==> src/rtl/uart_pkg.sv <==
// -----------------------------------------------------------------------------
// uart_pkg
// Shared constants and types for the UART transmit path. uart_send and
// uart_tx_arbiter both take their bit timing from DEFAULT_BIT_CYCLES, so the
// launch pacing and the serialiser stay in step.
//
// Contents:
//   FRAME_BITS          start + 8 data + stop bits per frame
//   DEFAULT_BIT_CYCLES  clock cycles per bit (100 MHz / 9600 baud)
//   tx_state_t          arbiter FSM state (IDLE, BUSY)
//   slot_cycles()       cycles from one launch to the earliest next launch
// -----------------------------------------------------------------------------
package uart_pkg;

    localparam int FRAME_BITS         = 10;
    localparam int DEFAULT_BIT_CYCLES = 10417;

    typedef enum logic {
        IDLE = 1'b0,
        BUSY = 1'b1
    } tx_state_t;

    // One frame plus the idle gap that follows it, in clock cycles.
    function automatic int slot_cycles(input int bit_cycles, input int gap_bits);
        return (FRAME_BITS + gap_bits) * bit_cycles;
    endfunction

endpackage

==> src/rtl/uart_rr_pick.sv <==
// -----------------------------------------------------------------------------
// uart_rr_pick
// Combinational masked round-robin picker. Requests strictly above the
// pointer are tried first; if none, the lowest request overall wins, which is
// the wrap-around. When lock_en is set only lock_idx can be granted.
//
// Ports:
//   req        in  NUM_REQ  request vector
//   ptr        in  IDX_W    index of the previous winner
//   lock_en    in  1        restrict the grant to lock_idx
//   lock_idx   in  IDX_W    the locked requester
//   grant      out NUM_REQ  one-hot grant, or zero when nothing is eligible
//   grant_idx  out IDX_W    index of the granted requester
// -----------------------------------------------------------------------------
module uart_rr_pick
    import uart_pkg::*;
#(
    parameter int NUM_REQ = 3,
    parameter int IDX_W   = $clog2(NUM_REQ)
) (
    input  logic [NUM_REQ-1:0] req,
    input  logic [IDX_W-1:0]   ptr,
    input  logic               lock_en,
    input  logic [IDX_W-1:0]   lock_idx,
    output logic [NUM_REQ-1:0] grant,
    output logic [IDX_W-1:0]   grant_idx
);

    logic [NUM_REQ-1:0] masked;
    logic [IDX_W-1:0]   masked_idx;
    logic [IDX_W-1:0]   plain_idx;

    always_comb begin
        // NOTE: every variable gets a default before any branch; a path that
        // leaves one unassigned would infer a latch.
        masked     = '0;
        masked_idx = '0;
        plain_idx  = '0;
        grant      = '0;
        grant_idx  = '0;

        for (int i = 0; i < NUM_REQ; i++) begin
            masked[i] = req[i] && (i > int'(ptr));
        end

        // Scan downward so the lowest set bit is the one left standing.
        for (int i = NUM_REQ - 1; i >= 0; i--) begin
            if (masked[i]) masked_idx = IDX_W'(i);
            if (req[i])    plain_idx  = IDX_W'(i);
        end

        if (lock_en) begin
            grant_idx        = lock_idx;
            grant[lock_idx]  = req[lock_idx];
        end else if (|masked) begin
            grant_idx          = masked_idx;
            grant[masked_idx]  = 1'b1;
        end else if (|req) begin
            grant_idx         = plain_idx;
            grant[plain_idx]  = 1'b1;
        end
    end

endmodule

==> src/rtl/uart_tx_arbiter.sv <==
// -----------------------------------------------------------------------------
// uart_tx_arbiter
// Shares one uart_send transmitter between NUM_REQ byte-stream requesters.
// Round-robin arbitration, with the grant locked to one requester until it
// presents a byte with req_last. Each accepted byte produces one single-cycle
// tx_valid pulse; the next launch is held off for a full frame plus gap.
//
// Parameters:
//   NUM_REQ     requesters, 2..8
//   BIT_CYCLES  clock cycles per UART bit
//   GAP_BITS    idle bit-times after each frame, 0..15
//
// Ports:
//   clk        in  1          rising-edge clock
//   rst_n      in  1          asynchronous active-low reset
//   req_valid  in  NUM_REQ    requester i has a byte
//   req_data   in  8*NUM_REQ  byte of requester i in [8i+7:8i]
//   req_last   in  NUM_REQ    byte ends requester i's message
//   req_ready  out NUM_REQ    one-hot or zero; accept on valid & ready
//   tx_valid   out 1          one-cycle launch pulse to uart_send
//   tx_data    out 8          launched byte, held until the next launch
//   busy       out 1          frame or gap in progress
//   grant_id   out IDX_W      last accepted requester
//   locked     out 1          grant locked mid-message
// -----------------------------------------------------------------------------
module uart_tx_arbiter
    import uart_pkg::*;
#(
    parameter int NUM_REQ    = 3,
    parameter int BIT_CYCLES = DEFAULT_BIT_CYCLES,
    parameter int GAP_BITS   = 1
) (
    input  logic                       clk,
    input  logic                       rst_n,
    input  logic [NUM_REQ-1:0]         req_valid,
    input  logic [8*NUM_REQ-1:0]       req_data,
    input  logic [NUM_REQ-1:0]         req_last,
    output logic [NUM_REQ-1:0]         req_ready,
    output logic                       tx_valid,
    output logic [7:0]                 tx_data,
    output logic                       busy,
    output logic [$clog2(NUM_REQ)-1:0] grant_id,
    output logic                       locked
);

    localparam int IDX_W = $clog2(NUM_REQ);
    localparam int SLOT  = slot_cycles(BIT_CYCLES, GAP_BITS);
    localparam int TMR_W = $clog2(SLOT);

    tx_state_t            state;
    tx_state_t            next_state;
    logic [TMR_W-1:0]     timer;
    logic [IDX_W-1:0]     rr_ptr;
    logic [NUM_REQ-1:0]   pick_grant;
    logic [IDX_W-1:0]     pick_idx;
    logic                 accept;

    uart_rr_pick #(
        .NUM_REQ (NUM_REQ),
        .IDX_W   (IDX_W)
    ) u_pick (
        .req       (req_valid),
        .ptr       (rr_ptr),
        .lock_en   (locked),
        .lock_idx  (grant_id),
        .grant     (pick_grant),
        .grant_idx (pick_idx)
    );

    // The picker only grants valid requesters, so any grant in IDLE is an
    // accepted byte.
    always_comb begin
        next_state = state;
        req_ready  = '0;
        accept     = 1'b0;
        case (state)
            IDLE: begin
                req_ready = pick_grant;
                accept    = |pick_grant;
                if (accept) next_state = BUSY;
            end
            BUSY: begin
                if (timer == '0) next_state = IDLE;
            end
        endcase
    end

    // The timer is loaded with SLOT-2 so BUSY covers launch cycles T+1 ..
    // T+SLOT-1 and the next acceptance can land exactly SLOT cycles later.
    // NOTE: sequential state is written with non-blocking assignments so every
    // register samples pre-edge values regardless of statement order.
    always_ff @(posedge clk or negedge rst_n) begin
        if (!rst_n) begin
            state    <= IDLE;
            timer    <= '0;
            tx_valid <= 1'b0;
            tx_data  <= 8'h00;
            rr_ptr   <= IDX_W'(NUM_REQ - 1);
            grant_id <= '0;
            locked   <= 1'b0;
        end else begin
            state    <= next_state;
            tx_valid <= accept;
            if (accept) begin
                tx_data  <= req_data[8*pick_idx +: 8];
                rr_ptr   <= pick_idx;
                grant_id <= pick_idx;
                locked   <= !req_last[pick_idx];
                timer    <= TMR_W'(SLOT - 2);
            end else if (state == BUSY && timer != '0) begin
                timer <= timer - 1'b1;
            end
        end
    end

    assign busy = (state == BUSY);

endmodule

==> config.mk <==
export PLATFORM = sky130hd
export DESIGN_NAME = uart_tx_arbiter
export DESIGN_NICKNAME = d
export VERILOG_FILES = /design/src/rtl/uart_pkg.sv /design/src/rtl/uart_rr_pick.sv /design/src/rtl/uart_tx_arbiter.sv
export SDC_FILE = /design/constraint.sdc
export NUM_CORES = 1
export LEC_CHECK = 0
export ABC_AREA = 1
export CELL_PAD_IN_SITES_DETAIL_PLACEMENT = 0
export CELL_PAD_IN_SITES_GLOBAL_PLACEMENT = 1
export CORE_UTILIZATION = 32
export CTS_CLUSTER_SIZE = 16
export DETAILED_ROUTE_END_ITERATION = 6
export HOLD_SLACK_MARGIN = 0.02
export PLACE_DENSITY = 0.85
export SLEW_MARGIN = 25
export SYNTH_ARGS = -nofsm -noshare
export SYNTH_HDL_FRONTEND = slang
export SYNTH_SLANG_ARGS = --single-unit
==> constraint.sdc <==
create_clock -name clk -period 1.5 [get_ports clk]
set_input_delay 0.3 -clock clk [delete_from_list [all_inputs] [get_ports clk]]
set_output_delay 0.3 -clock clk [all_outputs]
set_load 0.05 [all_outputs]
* After elaboration in Yosys (flattened, before gate mapping)
Index checks and enable logic that the tools add are counted.
** Storage, ports and cells
- Register bits after elaboration :: 32
- Bits in latches :: 0
- Memory bits (writable) :: 0
- Bits in read-only memories :: 0
- Output and inout port bits :: 16
- Word-level logic and storage cells :: 61
- Memories kept :: 0
** Operators by class
- Add/sub/neg operators :: 1
- $mul :: 0
- Divide/modulo/power cells :: 0
- Order comparisons :: 9
- Equal/unequal tests :: 0
- Shifts and indexed selects :: 1
- Muxes and demuxes :: 28
- Bitwise logic cells :: 2
- Reductions and logical operators :: 13
** Operators with widths (count)
- two-way mux 17 bit :: 2
- indexed part select 24 x 6 -> 8 bit :: 1
- zero test 17 bit :: 1
- nonzero test 17 bit :: 1
- subtractor 17 x 1 -> 17 bit, second input constant :: 1
- two-way mux 2 bit :: 8
- less-than comparator 2 x 3 -> 1 bit, second input constant :: 4
- two-way mux 3 bit :: 4
- two-way mux 1 bit :: 8
- demux 1 bit (select 2 bit) :: 3
- greater-or-equal comparator 2 x 1 -> 1 bit, second input constant :: 3
- logical AND 1 bit :: 6
- OR reduction 3 bit :: 2
- binary-select mux 1 bit (select 2 bit) :: 2
- AND 3 bit :: 1
- > comparator 1 x 2 -> 1 bit, first input constant :: 1
- > comparator 2 bit, first input constant :: 1
- case mux 1 bit (2 select lines) :: 1
- nonzero test 2 bit :: 1
- OR reduction 2 bit :: 1
- zero test 1 bit :: 1
- NOT 1 bit :: 1

* Logic depth before layout (Yosys ltp)
Gate-level depths: netlist of the first run.
- Depth in word-level cells :: 13
- Mapped depth :: 14

* By module
Synthesis of the first run repeated with hierarchy kept, for this count alone.
** Second synthesis, totals
- Cells, all modules :: 287
- Area, all modules :: 2062.0 um2
** By module, submodules not included
- uart_tx_arbiter :: times used 1, cells each 257, area an instance 1915.6 um2, sequential area each 777.0 um2
- uart_rr_pick :: times used 1, cells each 30, area an instance 146.4 um2, sequential area each 0.0 um2

* Least setup slack after synthesis of the first run
OpenSTA, ideal clock, no wires.
- Path type :: reg2out
- Start :: reg locked
- End :: out req_ready[2]
- Data arrival time :: 1476 ps
- Slack :: -276 ps
- Cell stages (with the launch flop) :: 6
- Cell sequence :: dfrtp_1 > buf_2 > nand4_1 > nand2_1 > nand2_1 > inv_1
** On the way
- Cells in the longest elaborated chain, start to end :: 2
** Ends and longest elaborated chain
- start: declaration :: line uart_tx_arbiter.sv:43 : output logic locked
- start signal: assignment :: line uart_tx_arbiter.sv:108 : locked <= !req_last[pick_idx];
- two-way mux 3 bit :: line uart_rr_pick.sv:52 : if (lock_en) begin
- two-way mux 3 bit :: line uart_tx_arbiter.sv:76 : case (state)
- end: declaration :: line uart_tx_arbiter.sv:38 : output logic [NUM_REQ-1:0] req_ready,
No other way between the ends.

* Final worst setup path of the first run
- Start :: reg rr_ptr[1]
- End :: out req_ready[1]
** On the way
- Cells in the longest elaborated chain, start to end :: 11
- Elaborated cells between the ends (all ways) :: 15
- Classes of those cells :: order compare (4); mux (7); reduce/logical (4)
** Ends and longest elaborated chain
- start: declaration :: line uart_tx_arbiter.sv:53 : logic [IDX_W-1:0] rr_ptr;
- start signal: assignment :: line uart_tx_arbiter.sv:98 : rr_ptr <= IDX_W'(NUM_REQ - 1);
- start signal: assignment :: line uart_tx_arbiter.sv:106 : rr_ptr <= pick_idx;
- > comparator 2 bit :: line uart_rr_pick.sv:43 : masked[i] = req[i] && (i > int'(ptr));
- logical AND 1 bit :: line uart_rr_pick.sv:43
- two-way mux 2 bit (2 in series) :: line uart_rr_pick.sv:48 : if (masked[i]) masked_idx = IDX_W'(i);
- less-than comparator 2 x 3 -> 1 bit (implied by the code) or greater-or-equal comparator 2 x 1 -> 1 bit (tied branches) :: line uart_rr_pick.sv:57 : grant[masked_idx] = 1'b1;
- logical AND 1 bit (implied by the code) :: line uart_rr_pick.sv:57
- two-way mux 1 bit (implied by the code) :: line uart_rr_pick.sv:57
- demux 1 bit (select 2 bit)
- two-way mux 3 bit (*) :: line uart_rr_pick.sv:55 : end else if (|masked) begin
- two-way mux 3 bit (*) :: line uart_rr_pick.sv:52
- two-way mux 3 bit (*) :: line uart_tx_arbiter.sv:76
Every way passes the cells marked *; elsewhere a longest branch is shown, timed or not.

==> key figures, run 1 <==
Synth
  • Post-synth EDFFs: 0
  • Register area share after synthesis: 37.3%
  • Post-synth top area share: 36.0%
  • Asr flop ratio synth: 100%
  • Ranking of synthesized cells by area: dfrtp_1 36%, nand2_1 19%, nor2_1 6.3%, nand3_1 6.2%, inv_1 6.1%
  • Post-Syn Nets: 339
  • Syn Std Cell Area: 2090 um^2
  • FF+latch count, synth: 31
  • Synth Flop Type: dfrtp_1
  • YS warnings: 0
  • Yosys top cell by area: dfrtp_1
  • Syn_area_per_cell: 6.84 um^2
  • Synth cell types: 28
  • Synth Instances: 305

Place
  • Count of buffers from port buffering: 47
  • Post-DP HPWL: 4220 um
  • Gp weighted congestion: 0.864

Critical path
  • Critical Path Source: rr_ptr[1]
  • Data arrival, critical path: 1540 ps
  • Worst EP required: 1200 ps
  • CP endpoint: req_ready[1]
  • Reg-to-Reg End: tx_data[5]
  • Worst-path maximum fanout: 4
  • R2R Setup Slk: -290 ps
  • Reg2reg path depth: 14
  • Crit start category: flip-flop
  • Critical Path Sink Type: output pin
  • Critical path class: reg2out
  • Worst r2r src: rr_ptr[1]

Timing
  • Slew @ Worst Pin: 300 ps
  • Min cycle time layout: 1840 ps
  • Worst slew margin: 80.0%
  • Fin. Hold Viols: 0
  • Setup violators final: 34
  • PnR worst setup slack: -340 ps
  • Slew Viols, Final: 0
  • RSZ-0062 raised after global routing: yes
  • Part of the cycle the worst path needs: 123%
  • Fmax: 543 MHz
  • Post-Route Skew: 3.65 ps
  • Setup TNS: -7990 ps

Floorplan
  • Core Region: 6310 um^2
  • Boundary Pins: 48
  • Initial Util: 33.0%
  • Die Footprint: 6850 um^2
  • Die height: 82.7 um
  • # rows: 29
  • Chip width: 82.7 um

Power and ir drop
  • Switching pwr: 431 uW
  • Flop pwr share: 48.8%
  • Peak supply drop: 0.333 mV
  • Cell Pwr Density: 488 nW/um^2
  • Logic pwr share: 12.6%
  • LEAKAGE: 0.00173 uW
  • Clock group share of total power: 38.7%
  • Power, Total: 1710 uW
  • Sw frac: 25.2%
  • Pint: 1280 uW

Clocking
  • CTS tree: yes
  • Num CTS Buffers: 5
  • Max Root-Sink Buffers: 2
  • Clk root buf: clkbuf_8
  • Hold-fix buffers, CTS: 0
  • Clk_lat worst skew: 290 ps
  • H-tree Lvls: 2
  • CTS clk-pin slew, worst paths: 70 ps
  • Clock sinks: 31

Route
  • Post-Route WL: 6200 um
  • Drt wl/cell: 12.7 um
  • Drt drc: 0
  • Routed Antenna Nets: 0
  • Initial DRC count: 84
  • DRT Pass-1 Iters: 4
  • Routed vias: 2305
  • Vias/cell: 4.72

Finish
  • Area grow syn2layout: 68.3%
  • Final core occ: 55.6%
  • Layout cells sized above 1: 34.8%
  • Nets: 444
  • Diodes inserted: 0

Global route
  • Initial antenna violation count: 0
  • Vias in the first global route: 2130
  • GRT overflow: 0
  • First-pass GRT wire length: 9360 um
  • GRT Resource Usage Total: 18.2%
  • Largest net degree at the start of global routing: 32

Job
  • Maximum Capacitance Violations: 0

Status
  • Status: complete, but fails checks
  • Failing checks: negative setup slack

Hold path
  • Hold Path Class: in2async
==> cell usage after synthesis (4+ instances only) <==
cell type / number
a21oi_1: 5
buf_6: 4
dfrtp_1: 30
inv_1: 34
nand2_1: 107
nand2_2: 8
nand3_1: 26
nand3b_1: 8
nand4_1: 9
nor2_1: 35
nor2_2: 7
o21ai_0: 4
xnor2_1: 6
==> layer usage <==
layer | GRT usage, % | part of all wire [%] | vias to the layer above
li1 | - | - | 1164
met1 | 23.3 | 46 | 1083
met2 | 30.3 | 49 | 46
met3 | 3.30 | 2.6 | 12
met4 | 6.72 | 2.0 | 0
met5 | 0 | 0 | -
==> registers in the layout, indices dropped and copies added, names as in the netlist <==
name and cells:
grant_id 2, tx_valid 1, tx_data 8, busy 1
locked 1, rr_ptr 1, timer 17
==> how the worst min path moves through the flow <==
stage,slack [ps],end,start,depth (start not counted)
2_1_floorplan,4,busy,rst_n,0
3_5_place_dp,510,timer[16],timer[16],2
5_1_grt,390,tx_data[2],rst_n,2
4_1_cts,380,tx_data[2],rst_n,2
6_report,380,timer[13],rst_n,2
3_3_place_gp,490,timer[16],timer[16],2
==> power groups by stage <==
stage / combinational, uW / clock (uW) / sequential [uW]
2_1_floorplan: 76.7 / 0 / 852
3_5_place_dp: 204 / 0 / 851
3_3_place_gp: 203 / 0 / 851
4_1_cts: 209 / 676 / 835
5_1_grt: 237 / 717 / 835
6_report: 215 / 662 / 836
==> cell type report <==
cell class | count | area [um^2]
fillers | 582 | 2800
multi-input cells | 230 | 1250
repair buffers | 101 | 1100
flip-flops and latches | 31 | 781
inverters | 38 | 173
well taps | 77 | 96.3
clock buffers | 5 | 68.8
repair inverters | 3 | 21.3
clock inverters | 3 | 20.0
==> kinds of logic after synthesis <==
kind of cell	after synthesis	synth area share [%]
and+or+nand+nor	205	43.9
buffers and inverters	46	10.9
DFF	31	37.3
AOI/OAI and AO/OA	13	3.36
xor gates and xnor gates	8	3.36
adders and majority gates	2	1.20
==> placed cells by master, fill, tap and decap left out, types with 4 or more instances in the layout <==
| master | instances |
|---|---|
| nand2_1 | 98 |
| nand3b_1 | 8 |
| nand3_1 | 23 |
| nand2_4 | 4 |
| nor2_1 | 28 |
| clkinvlp_4 | 6 |
| nand4_1 | 9 |
| nand2_2 | 14 |
| buf_6 | 5 |
| nand3_4 | 4 |
| inv_2 | 7 |
| buf_4 | 45 |
| inv_1 | 25 |
| dfrtp_1 | 27 |
| nor2_2 | 12 |
| clkdlybuf4s50_1 | 29 |
| buf_12 | 19 |
| xnor2_1 | 6 |
| clkbuf_8 | 5 |
==> worst max-delay path: stages (launching register included) <==
cell,delay [ps]
dfstp_2,570
nor2_2,50
nand2_2,100
nand2_2,80
nand2_2,70
nand2_2,60
nand2_4,70
clkinvlp_4,90
buf_12,150
==> stage by stage <==
stage | std cells | area, um^2 | setup slack [ps] | hold WS (ps)
floorplan | 305 | 2110 | -17.5 | 4.41
global placement | 459 | 3060 | -422 | 490
detailed placement | 459 | 3060 | -447 | 511
CTS | 473 | 3240 | -332 | 376
global route | 488 | 3510 | -383 | 388
finish | 488 | 3510 | -340 | 379
==> what timing repair did <==
item / 4_1_cts / 5_1_grt
endpoints found under the setup margin: 34 / 34
gates cloned: 3 / 2
setup buffers: 4 / 13
pin swaps: 5 / 17
resized for setup: 14 / 43
Power figures use the tool's default switching activity.
==> run 2, diff against run 1 <==
- ABC_CLOCK_PERIOD_IN_PS: not set -> 1500
- PLACE_DENSITY: 0.85 -> not set
- PLACE_DENSITY_LB_ADDON: not set -> 0.1
- SETUP_SLACK_MARGIN: not set -> 0.5
==> run 2 against run 1 <==
  * The flow still finishes with violations (negative setup slack)
  * Via count up 0.74%
  * Hold slack better by 2.8 ps
  * Cell area up 4.8%
  * Global-route usage up 2.3 points
  * Sequential share of layout area down 1.0 points
  * Sequential power about the same
==> key figures, run 2 (synthesis gave the netlist of run 1 again) <==
Timing
  • Min cycle time layout: 1870 ps
  • Slew @ Worst Pin: 288 ps
  • Fin. Hold Viols: 0
  • Worst slew margin: 80.7%
  • Part of the cycle the worst path needs: 124%
  • Setup TNS: -8050 ps
  • Slew Viols, Final: 0
  • RSZ-0062 raised after global routing: yes
  • PnR worst setup slack: -365 ps
  • Post-Route Skew: 4.89 ps
  • Fmax: 536 MHz
  • Setup violators final: 34

Global route
  • GRT Resource Usage Total: 20.5%
  • First-pass GRT wire length: 10500 um
  • Initial antenna violation count: 0
  • Largest net degree at the start of global routing: 32
  • GRT overflow: 0
  • Vias in the first global route: 2293

Power and ir drop
  • Peak supply drop: 0.383 mV
  • Cell Pwr Density: 460 nW/um^2
  • LEAKAGE: 0.00184 uW

Clocking
  • Num CTS Buffers: 5
  • Clk_lat worst skew: 290 ps
  • Clock sinks: 31
  • Clk root buf: clkbuf_8
  • CTS clk-pin slew, worst paths: 70 ps
  • CTS tree: yes
  • H-tree Lvls: 2
  • Max Root-Sink Buffers: 2

Finish
  • Layout cells sized above 1: 36.0%
  • Multi-input gate area: 1170 um^2
  • Max reg flops: 17
  • Final core occ: 58.2%
  • Diodes inserted: 0
  • Commonest cells after routing, fill and taps aside: 94 x nand2_1, 59 x buf_4, 33 x nor2_1
  • Biggest register: timer
  • Nets: 466
  • Fill count: 587
  • Area grow syn2layout: 76.3%
  • Most common cell after layout, fill and taps aside: nand2_1
  • Sequential cell area: 781 um^2
  • Biggest regs: timer x17, tx_data x8, grant_id x2

Floorplan
  • Chip width: 82.7 um
  • Core Region: 6310 um^2
  • # rows: 29
  • Initial Util: 33.0%
  • Die height: 82.7 um
  • Die Footprint: 6850 um^2
  • Boundary Pins: 48

Critical path
  • Reg2reg path depth: 11
  • Worst-path maximum fanout: 4
  • Critical path class: reg2out
  • Data arrival, critical path: 1570 ps
  • Critical Path Sink Type: output pin
  • Crit start category: flip-flop
  • R2R Setup Slk: -350 ps
  • Worst EP required: 1200 ps

Place
  • Setup Slack @ Placement: -415 ps
  • Gp weighted congestion: 0.773
  • Count of buffers from port buffering: 47
  • Post-DP HPWL: 4490 um

Route
  • Drt drc: 0
  • Post-Route WL: 6250 um
  • Routed Antenna Nets: 0
  • Vias/cell: 4.55
  • Initial DRC count: 122
  • Routed vias: 2322
  • Drt wl/cell: 12.2 um
  • DRT Pass-1 Iters: 4

Status
  • Status: complete, but fails checks
  • Failing checks: negative setup slack

Hold path
  • Hold Path Class: in2async

Job
  • Maximum Capacitance Violations: 0
==> run 2: critical path, cell delays in order, from the launching register on <==
cell and delay (ps):
dfstp_2 560, inv_2 70, nand2_4 70, buf_6 90
nand3_2 70, nand2_2 80, nand3_4 90, clkinvlp_4 110
buf_12 130
==> run 2: per-stage QoR <==
step / hold slack [ps] / cells / total power, uW / instance area (um^2)
3_3_place_gp: 522 / 472 / 1060 / 3240
6_report: 381 / 510 / 1690 / 3680
4_1_cts: 390 / 509 / 1710 / 3650
5_1_grt: 406 / 510 / 1760 / 3680
2_1_floorplan: 4.41 / 305 / 931 / 2160
3_5_place_dp: 506 / 472 / 1060 / 3240
==> run 2: power breakdown <==
part | total [uW] | internal, uW | switching, uW
clock network | 644 | 329 | 315
registers | 836 | 836 | 0
logic | 210 | 122 | 88.4
==> run 2: layer usage <==
layer  vias up  share of wire [%]  track usage, %
li1       1205                  -               -
met4         0               0.80            4.14
met3         6                2.8            3.85
met5         -                  0               0
met1      1070                 49            26.7
met2        41                 48            35.1
==> run 2: path summary, 6_finish.rpt <==
check | to | start
worst min register to register | timer[16] | timer[16]
max in group asynchronous | rr_ptr[1] | rst_n
min in group clk | timer[16] | timer[16]
worst max-delay path | req_ready[0] | rr_ptr[1]
worst min-delay path | timer[15] | rst_n
worst max register to register | rr_ptr[1] | rr_ptr[1]
==> run 2: repair_timing <==
item                                    in CTS  in global routing
resized for setup                           36                  5
endpoints found under the setup margin      47                 47
setup buffers                               25                  1
gates cloned                                 4                  0
hold buffers                                 0                  0
pin swaps                                   16                  3
==> run 2: area by class of cell <==
cell class                      count  share of cell area [%]
Tap cell                           77                    2.62
Timing Repair Buffer              125                    36.7
Multi-Input combinational cell    228                    31.9
Timing Repair inverter              3                   0.783
Clock buffer                        8                    2.18
Sequential cell                    31                    21.2
Inverter                           38                    4.53
